**src/rtl/prescale_clk_div.sv**
```systemverilog
`default_nettype none
// ============================================================================
// Module   : prescale_clk_div
// Function : RX oversampling clock generator, ratio = MAX_PRESCALE/prescale,
//            glitch-free ratio switching at period boundaries.
//            Optional sticky error flag enabled by `define PRESCALE_ERR_EN.
// Revision : 1.0 - initial release
// ============================================================================
module prescale_clk_div #(
  parameter int MAX_PRESCALE = 32,
  parameter int PRESCALE_W   = 6,
  parameter int DIV_W        = 8
) (
  input  logic                  CLK,
  input  logic                  RST,
  input  logic                  clk_div_en,
  input  logic [PRESCALE_W-1:0] prescale,
  output logic                  div_clk,
  output logic [DIV_W-1:0]      div_ratio,
  output logic                  ratio_busy
`ifdef PRESCALE_ERR_EN
  ,
  output logic                  prescale_err
`endif
);

  localparam int c_log2_max = $clog2(MAX_PRESCALE);

  typedef enum logic [0:0] {
    S_BYPASS = 1'b0,
    S_RUN    = 1'b1
  } state_t;

  state_t           r_state;
  logic [DIV_W-1:0] w_dec_ratio;
  logic [DIV_W-1:0] r_pend_ratio;
  logic [DIV_W-1:0] r_div_ratio;
  logic [DIV_W-1:0] r_cnt;
  logic [DIV_W-1:0] w_half_m1;
  logic             r_tog;
  logic             w_cnt_end;
  logic             w_boundary;

  // Only exact powers of two up to MAX_PRESCALE match; everything else is ratio 1.
  always_comb begin
    w_dec_ratio = DIV_W'(1);
    for (int i = 0; i <= c_log2_max; i++) begin
      if (prescale == PRESCALE_W'(1 << i)) begin
        w_dec_ratio = DIV_W'(MAX_PRESCALE >> i);
      end
    end
  end

  assign w_half_m1  = (r_div_ratio >> 1) - DIV_W'(1);
  assign w_cnt_end  = (r_cnt == w_half_m1);
  assign w_boundary = (r_state == S_RUN) && clk_div_en && r_tog && w_cnt_end;

  always_ff @(posedge CLK or negedge RST) begin
    if (!RST) begin
      r_state      <= S_BYPASS;
      r_cnt        <= '0;
      r_tog        <= 1'b0;
      r_div_ratio  <= DIV_W'(1);
      r_pend_ratio <= DIV_W'(1);
    end else begin
      r_pend_ratio <= w_dec_ratio;
      case (r_state)
        S_BYPASS: begin
          r_cnt       <= '0;
          r_tog       <= 1'b0;
          r_div_ratio <= r_pend_ratio;
          if (clk_div_en && (r_pend_ratio >= DIV_W'(2))) begin
            r_state <= S_RUN;
          end
        end
        S_RUN: begin
          if (!clk_div_en) begin
            r_state     <= S_BYPASS;
            r_cnt       <= '0;
            r_tog       <= 1'b0;
            r_div_ratio <= r_pend_ratio;
          end else if (w_cnt_end) begin
            r_cnt <= '0;
            r_tog <= ~r_tog;
            // Falling toggle closes the period: adopt the pending ratio here only.
            if (w_boundary) begin
              r_div_ratio <= r_pend_ratio;
              if (r_pend_ratio < DIV_W'(2)) begin
                r_state <= S_BYPASS;
              end
            end
          end else begin
            r_cnt <= r_cnt + DIV_W'(1);
          end
        end
        default: r_state <= S_BYPASS;
      endcase
    end
  end

  assign div_clk    = (r_state == S_RUN) ? r_tog : CLK;
  assign div_ratio  = r_div_ratio;
  assign ratio_busy = (r_pend_ratio != r_div_ratio);

`ifdef PRESCALE_ERR_EN
  logic w_dec_illegal;
  logic r_err;

  // Ratio 1 is legal only for prescale == MAX_PRESCALE.
  assign w_dec_illegal = (w_dec_ratio == DIV_W'(1)) &&
                         (prescale != PRESCALE_W'(MAX_PRESCALE));

  always_ff @(posedge CLK or negedge RST) begin
    if (!RST) begin
      r_err <= 1'b0;
    end else if (w_dec_illegal) begin
      r_err <= 1'b1;
    end
  end

  assign prescale_err = r_err;
`endif

endmodule
`default_nettype wire
```
**config.mk**
```make
export PLATFORM = sky130hd
export DESIGN_NAME = prescale_clk_div
export DESIGN_NICKNAME = d
export VERILOG_FILES = /design/src/rtl/prescale_clk_div.sv
export SDC_FILE = /design/constraint.sdc
export NUM_CORES = 1
export LEC_CHECK = 0
export CORE_ASPECT_RATIO = 0.9
export CORE_MARGIN = 2
export CORE_UTILIZATION = 25
export CTS_BUF_LIST = sky130_fd_sc_hd__clkbuf_8 sky130_fd_sc_hd__clkbuf_16
export CTS_CLUSTER_SIZE = 30
export DETAILED_ROUTE_END_ITERATION = 8
export PLACE_DENSITY = 0.52
export SYNTH_ARGS = -nofsm -noshare
export SYNTH_HDL_FRONTEND = slang
export SYNTH_SLANG_ARGS = --single-unit
export TNS_END_PERCENT = 5
```
**constraint.sdc**
```tcl
create_clock -name CLK -period 2.5 [get_ports CLK]
set_input_delay 0.5 -clock CLK [delete_from_list [all_inputs] [get_ports CLK]]
set_output_delay 0.5 -clock CLK [all_outputs]
set_load 0.02 [all_outputs]
```
# Word-level counts from Yosys, hierarchy flattened
# Index checks and enable logic that the tools add are counted.
[word_totals]
ff_bits = 26
elab_cells = 49
[op_classes]
addsub = 2
order_cmp = 2
eq_ne = 10
mux = 23
bitwise_logic = 2
n_reduce_logical = 5
[ops]
columns = ["cell", "n"]
rows = [
  ["$mux W8", 6],
  ["$pmux W8 S2", 2],
  ["$mux W6", 5],
  ["$add A8 B1 Y8 const B", 1],
  ["$eq A8 B8 Y1", 1],
  ["$ge A8 B2 Y1 const B", 1],
  ["$lt A8 B2 Y1 const B", 1],
  ["$mux W1", 8],
  ["$ne A8 B8 Y1", 1],
  ["$sub A7 B1 Y8 const B", 1],
  ["$eq A6 B1 Y1 const B", 1],
  ["$eq A6 B2 Y1 const B", 1],
  ["$eq A6 B3 Y1 const B", 1],
  ["$eq A6 B4 Y1 const B", 1],
  ["$eq A6 B5 Y1 const B", 1],
  ["$eq A6 B6 Y1 const B", 1],
  ["$ne A3 B2 Y1 const B", 2],
  ["$logic_and A1 B1 Y1", 4],
  ["$pmux W1 S2", 2],
  ["$not A1 Y1", 2],
  ["$reduce_and A2 Y1", 1],
]

# Depth between registers and ports, before layout
# Gate-level depths: netlist of run 1.
[depth]
ltp_word = 7
mapped_depth = 9

==> results.py, run 1 <==
metrics = {
    "outcome": {
        "status": "completed",
    },
    "setup_path": {
        "cp.required_ns": 2.00,
        "cp_max_fo": 2,
        "rrSetupSlack_ns": 0.29,
        "r2r_cells": 8,
        "criticalPathCategory": "clk -> out",
        "worstPathArrival_ns": 1.97,
        "startpoint_type": "clock port",
        "endpoint_kind": "primary output",
    },
    "final_layout": {
        "multi_input_area_sq_um": 619.3,
        "fin_util": 0.3448,
        "seqCellArea_sq_um": 553.0,
        "fin_nets": 146,
        "insertedDiodeCount": 0,
        "nFillCells": 469,
        "syn2layout_area_growth_pct": 29.84,
        "drive_above_1_share": 0.1940,
    },
    "synth": {
        "synth_compound_area_frac": 0.06218,
        "synth_top_family_by_area": "simple AND/OR/NAND/NOR gates",
        "synth_ff_type": "dfrtp_1",
        "yosys_warnings": 0,
        "synth_xor_xnor_area_share": 0.1596,
        "synth_top_area_share": 0.4145,
        "synthTopCellsByArea": "dfrtp_1 41%, xor2_1 8.0%, mux2_2 6.5%",
        "synth_adder_area_share": 0.02073,
        "synth_top_area_cell": "dfrtp_1",
        "syn_area_per_cell_sq_um": 10.98,
        "netlist_area_sq_mm": 0.001207,
        "yosys_register_bits": 22,
        "syn_inst": 110,
        "synth_edf_count": 0,
        "synthMuxAreaShare": 0.06528,
        "synth_simple_gate_area_frac": 0.1990,
        "seq_area_frac_synth": 0.4580,
        "synth.most_common_cell": "dfrtp_1",
        "synth_top_cells_by_count": "20 x dfrtp_1, 14 x nor2_1, 11 x xor2_1",
        "ys_types": 31,
        "synth-async-reset-ratio": 1.000,
    },
    "drt": {
        "firstDrtPassIters": 4,
        "post_drt_wl_per_cell_um": 12.19,
        "drtIter0Drc": 36,
        "final_antenna_net_count": 0,
        "vias": 860,
        "vias_per_cell": 4.388,
        "wl_um": 2390,
        "drc_errors": 0,
    },
    "floorplan": {
        "io_pins": 19,
        "die_w_um": 77.26,
        "die_area_sq_mm": 0.005402,
        "dieHeight_um": 69.93,
        "rows": 23,
        "core_sq_mm": 0.004547,
        "start_util": 0.2655,
    },
    "clocking": {
        "cts_tree": "done",
        "clock_latency_ns": 0.38,
        "cts_hold_buf": 0,
        "clk_pin_slew_worst_paths_ns": 0.08,
    },
    "global_route": {
        "grt_pass1_vias": 908,
        "grt_overflow_total": 0,
        "grt_max_degree": 23,
        "grt_usage": 0.1060,
        "grt_pass1_wl_um": 4188,
        "grt_antenna_before_repair": 0,
    },
    "timing": {
        "rsz0062_at_grt": "false",
        "max_slew_margin": 0.6466,
        "finalHoldViolCount": 0,
        "final_max_slew_viol_count": 0,
        "holdWs_ns": 0.4690,
        "setup_viol": 0,
        "setup_tns_ns": 0,
        "tightest_slew_ns": 0.5260,
        "fin_skew_ns": 0.002635,
    },
    "power_and_ir_drop": {
        "ir_worst_vdd_mv": 0.2832,
        "pwr-share-clk": 0.547,
        "p_per_area_mw_per_mm2": 607.2,
        "p_int_uw": 741.9,
        "netSwitchingFraction": 0.2206,
        "p_sw_uw": 210.0,
        "combPwrFrac": 0.068,
        "p_leak_nw": 0.7065,
        "seqPwrFrac": 0.385,
    },
    "run": {
        "max-cap-violations": 0,
    },
    "placed_design": {
        "gp_congestion": 0.7880,
        "dp_hpwl_um": 1736,
        "port_buffers": 16,
    },
    "min_path": {
        "hold_class": "in -> async",
    },
}
## worst max-delay path: stages
cell and delay, ns:
clkbuf_8 0.11, clkbuf_8 0.12, mux2_2 0.25, clkdlybuf4s15_2 0.25
## metrics by stage
stage | power [mW] | setup slack (ns) | instances | instance area, sq um
floorplan | 0.4435 | 0.1816 | 111 | 1211
global placement | 0.5064 | -0.01298 | 189 | 1455
detailed placement | 0.5074 | -0.01298 | 189 | 1455
CTS | 0.9679 | 0.01958 | 196 | 1568
global route | 1.000 | 0.001308 | 196 | 1568
finish | 0.9520 | 0.02618 | 196 | 1568
## sequential cells by signal (all words and copies together) (netlist names)
register	cells
r_tog	1
r_cnt	8
r_pend_ratio	6
div_ratio	6
r_state	1
## kinds of logic after synthesis
family,after synthesis
compound gates,6
xor+xnor,20
fa+ha+maj,2
buf+inv,8
flops,22
mux,7
other cells,1
simple gates,44
## worst paths after layout
| path | start | endpoint |
|---|---|---|
| worst max-delay path | CLK | div_clk |
| worst min-delay path | RST | r_cnt[7] |
| worst max register to register | div_ratio[1] | div_ratio[3] |
| worst min register to register | r_pend_ratio[4] | div_ratio[4] |
| max in group asynchronous | RST | div_ratio[0] |
| min in group CLK | r_pend_ratio[4] | div_ratio[4] |
## area by class of cell
cell class | instances | share of cell area
multi-input cells | 81 | 0.3951
flip-flops and latches | 22 | 0.3528
repair buffers | 19 | 0.1141
clock buffers | 7 | 0.05986
well taps | 62 | 0.04948
clock inverters | 1 | 0.01915
inverters | 4 | 0.009577
## power by group through the flow
stage	Clock (mW)	Combinational [mW]	Sequential, mW
global route	0.561	0.0713	0.368
CTS	0.535	0.0659	0.367
floorplan	0.0374	0.0312	0.375
global placement	0.0660	0.0667	0.374
detailed placement	0.0660	0.0676	0.374
finish	0.521	0.0645	0.367
## placed cells by master (no fill, tap or decap), drive strengths merged
master         synthesis  layout
mux2                   7       7
xor2                  11      11
nand3                  9       9
and4b                  3       3
bufinv                 0       1
clkdlybuf4s15          0       1
dfstp                  2       2
dfrtp                 20      20
or2                    1       1
and3                   3       3
conb                   1       2
nand2                  2       2
o21ai                  3       3
o211ai                 1       1
inv                    4       4
clkdlybuf4s50          0      14
nor4                   1       1
ha                     2       2
nor3b                  4       4
nor2                  14      14
a2111oi                1       1
a22oi                  1       1
xnor3                  1       1
nand2b                 1       1
or4                    1       1
xnor2                  8       8
buf                    3       4
nor4b                  1       1
dlygate4sd2            0       1
nand4                  1       1
nor3                   3       3
clkbuf                 1       6
## metal layers
layer	share of wire	up-vias	track usage
met2	0.42	27	0.1391
met5	0	-	0
li1	-	424	-
met3	0.065	9	0.04780
met4	0.041	0	0.1071
met1	0.47	400	0.1229
## what timing repair did
item	4_1_cts	5_1_grt
gates resized for setup	4	0
buffers inserted	0	0
setup endpoints to repair	2	0
(Power assumes the default switching activity.)
==> run 2, diff against run 1 <==
--- a/config.mk
+++ b/config.mk
@@ -6,12 +6,13 @@
 export NUM_CORES = 1
 export LEC_CHECK = 0
 export CORE_ASPECT_RATIO = 0.9
-export CORE_MARGIN = 2
+export CORE_MARGIN = 5
 export CORE_UTILIZATION = 25
 export CTS_BUF_LIST = sky130_fd_sc_hd__clkbuf_8 sky130_fd_sc_hd__clkbuf_16
 export CTS_CLUSTER_SIZE = 30
 export DETAILED_ROUTE_END_ITERATION = 8
 export PLACE_DENSITY = 0.52
+export SKIP_LAST_GASP = 1
 export SYNTH_ARGS = -nofsm -noshare
 export SYNTH_HDL_FRONTEND = slang
 export SYNTH_SLANG_ARGS = --single-unit
==> constraint.sdc (replaced) <==
create_clock -name CLK -period 2.9 [get_ports CLK]
set_input_delay 0.58 -clock CLK [delete_from_list [all_inputs] [get_ports CLK]]
set_output_delay 0.58 -clock CLK [all_outputs]
set_load 0.02 [all_outputs]
==> run 2 against run 1 <==
  * Core utilization down 2.1 points
  * Critical path depth unchanged
  * Sequential share of layout area up 0.46 points
  * Die area up 17%
  * Largest power group unchanged
  * Via count down 2.0%
  * Setup slack better by 0.053 ns
  * Cell count unchanged
==> results.py, run 2 (same netlist as run 1, synthesis figures left out) <==
metrics = {
    "clocking": {
        "cts_tree": "done",
        "clock_latency_ns": 0.37,
        "clk_pin_slew_worst_paths_ns": 0.08,
        "cts_setup_buffers": 0,
    },
    "setup_path": {
        "rrSetupSlack_ns": 0.49,
        "startpoint": "CLK",
        "worstPathArrival_ns": 2.24,
        "r2r_cells": 8,
        "criticalPathCategory": "clk -> out",
        "cp.required_ns": 2.32,
        "endpoint_kind": "primary output",
        "worstReg2RegStart": "div_ratio[1]",
        "startpoint_type": "clock port",
        "cp_max_fo": 2,
        "r2r-end": "div_ratio[1]",
        "worstSetupEndpoint": "div_clk",
    },
    "timing": {
        "finalHoldViolCount": 0,
        "rsz0062_at_grt": "false",
        "setup_tns_ns": 0,
        "holdWs_ns": 0.5550,
        "fin_skew_ns": 0.004548,
        "tightest_slew_ns": 0.5103,
        "setup_viol": 0,
        "max_slew_margin": 0.6572,
        "final_max_slew_viol_count": 0,
    },
    "final_layout": {
        "largest_register": "r_cnt",
        "drive_above_1_share": 0.1679,
        "final_common_cell": "dfrtp_1",
        "largest_reg_flops": 8,
        "syn2layout_area_growth_pct": 28.19,
        "insertedDiodeCount": 0,
        "fin_nets": 143,
        "final_cells": 196,
        "layout_common_cells": "20 x dfrtp_1, 15 x clkdlybuf4s50_1, 14 x nor2_1",
    },
    "drt": {
        "wl_met1_um": 1098,
        "post_drt_wl_per_cell_um": 12.38,
        "firstDrtPassIters": 4,
        "vias": 843,
        "met3_wirelength_um": 128,
        "vias_per_cell": 4.301,
        "wl_um": 2427,
        "drc_errors": 0,
        "top_layer": "met4",
        "final_antenna_net_count": 0,
        "drtIter0Drc": 46,
        "met2WireLength_um": 1157,
    },
    "floorplan": {
        "io_pins": 19,
        "die_w_um": 83.26,
        "core_sq_mm": 0.004775,
        "start_util": 0.2529,
        "dieHeight_um": 75.93,
        "rows": 24,
        "die_area_sq_mm": 0.006322,
    },
    "global_route": {
        "grt_overflow_total": 0,
        "grt_pass1_vias": 899,
        "grt_max_degree": 23,
        "grt_usage": 0.08686,
        "grt_pass1_wl_um": 4243,
        "grt_antenna_before_repair": 0,
    },
    "outcome": {
        "status": "completed",
    },
    "power_and_ir_drop": {
        "ir_worst_vdd_mv": 0.1680,
        "finalPower_uw": 808.7,
        "p_leak_nw": 0.6879,
        "p_per_area_mw_per_mm2": 522.5,
    },
    "min_path": {
        "hold_class": "in -> async",
    },
    "placed_design": {
        "dp_hpwl_um": 1737,
        "gp_congestion": 0.7350,
        "port_buffers": 16,
        "dp_cells": 189,
    },
    "run": {
        "max-cap-violations": 0,
    },
}
run 2: repair_timing:
| item | in CTS | in global routing |
|---|---|---|
| setup endpoints to repair | 1 | 0 |
| hold buffers | 0 | 0 |
| resized for setup | 1 | 0 |
run 2: report_power, final:
part,switching [mW],internal (mW)
combinational,0.0275,0.0283
sequential,0.00533,0.311
clock,0.142,0.294
run 2: how the worst min path moves through the flow:
stage,end,slack (ns)
after floorplan,div_ratio[1],0.28
after global placement,div_ratio[1],0.54
after detailed placement,div_ratio[4],0.54
after CTS,r_cnt[1],0.56
after global routing,r_pend_ratio[4],0.57
final,r_pend_ratio[5],0.56
run 2: per-stage QoR:
step,utilization,area (sq um),setup WS [ns]
final,0.3242,1548,0.07881
after global routing,0.3242,1548,0.04226
after CTS,0.3242,1548,0.06306
after detailed placement,0.3008,1436,0.1070
after global placement,0.3008,1436,0.1070
after floorplan,-,1211,0.5680
run 2: cell type report:
type | instances | area, sq um
flip-flops and latches | 22 | 553.0
multi-input cells | 81 | 619.3
clock inverters | 1 | 30.03
clock buffers | 7 | 91.34
repair buffers | 16 | 157.7
fillers | 475 | 3227
inverters | 4 | 15.01
well taps | 65 | 81.33
run 2: metal layers:
| layer | vias up | track usage |
|---|---|---|
| met4 | 0 | 0.06209 |
| met1 | 402 | 0.1010 |
| met2 | 18 | 0.1258 |
| met3 | 2 | 0.03905 |
| met5 | - | 0 |
| li1 | 421 | - |
run 2: critical path, cell delays in order:
cell and delay [ns]:
clkbuf_8 0.11, clkbuf_8 0.12, mux2_2 0.25, dlygate4sd2_1 0.32
==> run 3, diff against run 2 <==
--- a/config.mk
+++ b/config.mk
@@ -5,8 +5,9 @@
 export SDC_FILE = /design/constraint.sdc
 export NUM_CORES = 1
 export LEC_CHECK = 0
+export ABC_CLOCK_PERIOD_IN_PS = 2900
 export CORE_ASPECT_RATIO = 0.9
-export CORE_MARGIN = 5
+export CORE_MARGIN = 2
 export CORE_UTILIZATION = 25
 export CTS_BUF_LIST = sky130_fd_sc_hd__clkbuf_8 sky130_fd_sc_hd__clkbuf_16
 export CTS_CLUSTER_SIZE = 30
==> run 3 against run 2 <==
  * Routed wire length shrank 2.7%
  * Global-route usage grew 1.8 points
  * Core utilization grew 1.5 points
  * Largest power group unchanged
  * Highest routed layer unchanged
==> results.py, run 3 (same netlist as run 1, synthesis figures left out) <==
metrics = {
    "timing": {
        "finalHoldViolCount": 0,
        "final_max_slew_viol_count": 0,
        "setup_tns_ns": 0,
        "fin_skew_ns": 0.006122,
        "max_slew_margin": 0.6532,
        "holdWs_ns": 0.5598,
        "tightest_slew_ns": 0.5162,
        "rsz0062_at_grt": "false",
        "setup_viol": 0,
    },
    "placed_design": {
        "gp_congestion": 0.7887,
        "dp_hpwl_um": 1754,
        "place_area_sq_mm": 0.001433,
        "port_buffers": 16,
    },
    "final_layout": {
        "largest_reg_flops": 8,
        "insertedDiodeCount": 0,
        "fin_nets": 143,
        "final_common_cell": "dfrtp_1",
        "largest_register": "r_cnt",
        "stdcell_area_sq_mm": 0.001544,
        "drive_above_1_share": 0.1679,
        "syn2layout_area_growth_pct": 27.88,
        "layout_common_cells": "20 x dfrtp_1, 15 x clkdlybuf4s50_1, 14 x nor2_1",
    },
    "drt": {
        "wl_um": 2361,
        "post_drt_wl_per_cell_um": 12.23,
        "final_antenna_net_count": 0,
        "firstDrtPassIters": 4,
        "drc_errors": 0,
        "vias_per_cell": 4.332,
        "drtIter0Drc": 83,
        "vias": 836,
    },
    "floorplan": {
        "die_area_sq_mm": 0.005402,
        "core_sq_mm": 0.004547,
        "rows": 23,
        "die_w_um": 77.26,
        "io_pins": 19,
        "dieHeight_um": 69.93,
        "start_util": 0.2655,
    },
    "setup_path": {
        "worstPathCellList": "clkbuf_8, clkbuf_8, mux2_2, dlygate4sd2_1",
        "cp.required_ns": 2.32,
        "r2r-end": "div_ratio[3]",
        "startpoint_type": "clock port",
        "criticalPathCategory": "clk -> out",
        "cp_max_fo": 2,
        "worstPathArrival_ns": 2.24,
        "slowest_stage": "dlygate4sd2_1",
        "cpLargestDelayFamily": "buffers and inverters",
        "endpoint_kind": "primary output",
        "max_stage_delay_ns": 0.32,
        "critPathBufInv": 3,
        "rrSetupSlack_ns": 0.48,
        "r2r_cells": 8,
        "worstReg2RegStart": "div_ratio[1]",
        "crit_path_frequent_cell": "clkbuf_8",
    },
    "min_path": {
        "hold_class": "in -> async",
    },
    "clocking": {
        "cts_tree": "done",
        "cts_setup_buffers": 0,
        "clk_pin_slew_worst_paths_ns": 0.08,
        "cts_hold_buf": 0,
        "clock_latency_ns": 0.36,
    },
    "global_route": {
        "grt_max_degree": 23,
        "grt_pass1_wl_um": 4250,
        "grt_antenna_before_repair": 0,
        "grt_pass1_vias": 909,
        "grt_usage": 0.1052,
        "grt_overflow_total": 0,
    },
    "power_and_ir_drop": {
        "ir_worst_vdd_mv": 0.1995,
        "p_per_area_mw_per_mm2": 522.0,
        "p_leak_nw": 0.6879,
    },
    "run": {
        "max-cap-violations": 0,
    },
    "outcome": {
        "status": "completed",
    },
}
[run 3: cell counts in the layout (fill, tap and decap cells not counted)]
Identical to the previous run, type by type.
[run 3: how the worst max path moves through the flow]
stage	startpoint	depth (start not counted)	slack [ns]	endpoint
after floorplan	CLK	1	0.57	div_clk
after global placement	CLK	2	0.11	div_clk
after detailed placement	CLK	2	0.11	div_clk
after CTS	CLK	4	0.07	div_clk
after global routing	CLK	4	0.05	div_clk
final	CLK	4	0.08	div_clk
[run 3: cell type report]
type                    count  area [sq um]
clock buffers               7         91.34
clock inverters             1         30.03
fillers                   472          3003
inverters                   4         15.01
multi-input cells          81         619.3
flip-flops and latches     22         553.0
well taps                  62         77.57
repair buffers             16         157.7
[run 3: report_power, final]
| group | internal, mW | switching (mW) | total (mW) |
|---|---|---|---|
| sequential | 0.311 | 0.00524 | 0.317 |
| clock | 0.294 | 0.139 | 0.433 |
| combinational | 0.0283 | 0.0279 | 0.0562 |
| total | 0.634 | 0.172 | 0.806 |
[run 3: repair_timing]
item,4_1_cts,5_1_grt
gates resized for setup,1,0
hold endpoints to repair,0,0
endpoints found under the setup margin,1,0
[run 3: through the flow]
stage          total power, mW  utilization  setup WS (ns)  instances
2_1_floorplan           0.3823            -         0.5680        111
3_3_place_gp            0.4356       0.3151         0.1070        186
3_5_place_dp            0.4371       0.3151         0.1070        186
4_1_cts                 0.8186       0.3396        0.07407        193
5_1_grt                 0.8497       0.3396        0.05274        193
6_report                0.8059       0.3396        0.08479        193
[run 3: routing by layer]
metal,up-vias,global-route usage,wire length (um)
li1,419,-,-
met1,389,0.1302,1172
met2,25,0.1469,1001
met3,3,0.04651,137
met4,0,0.06944,49
met5,-,0,0
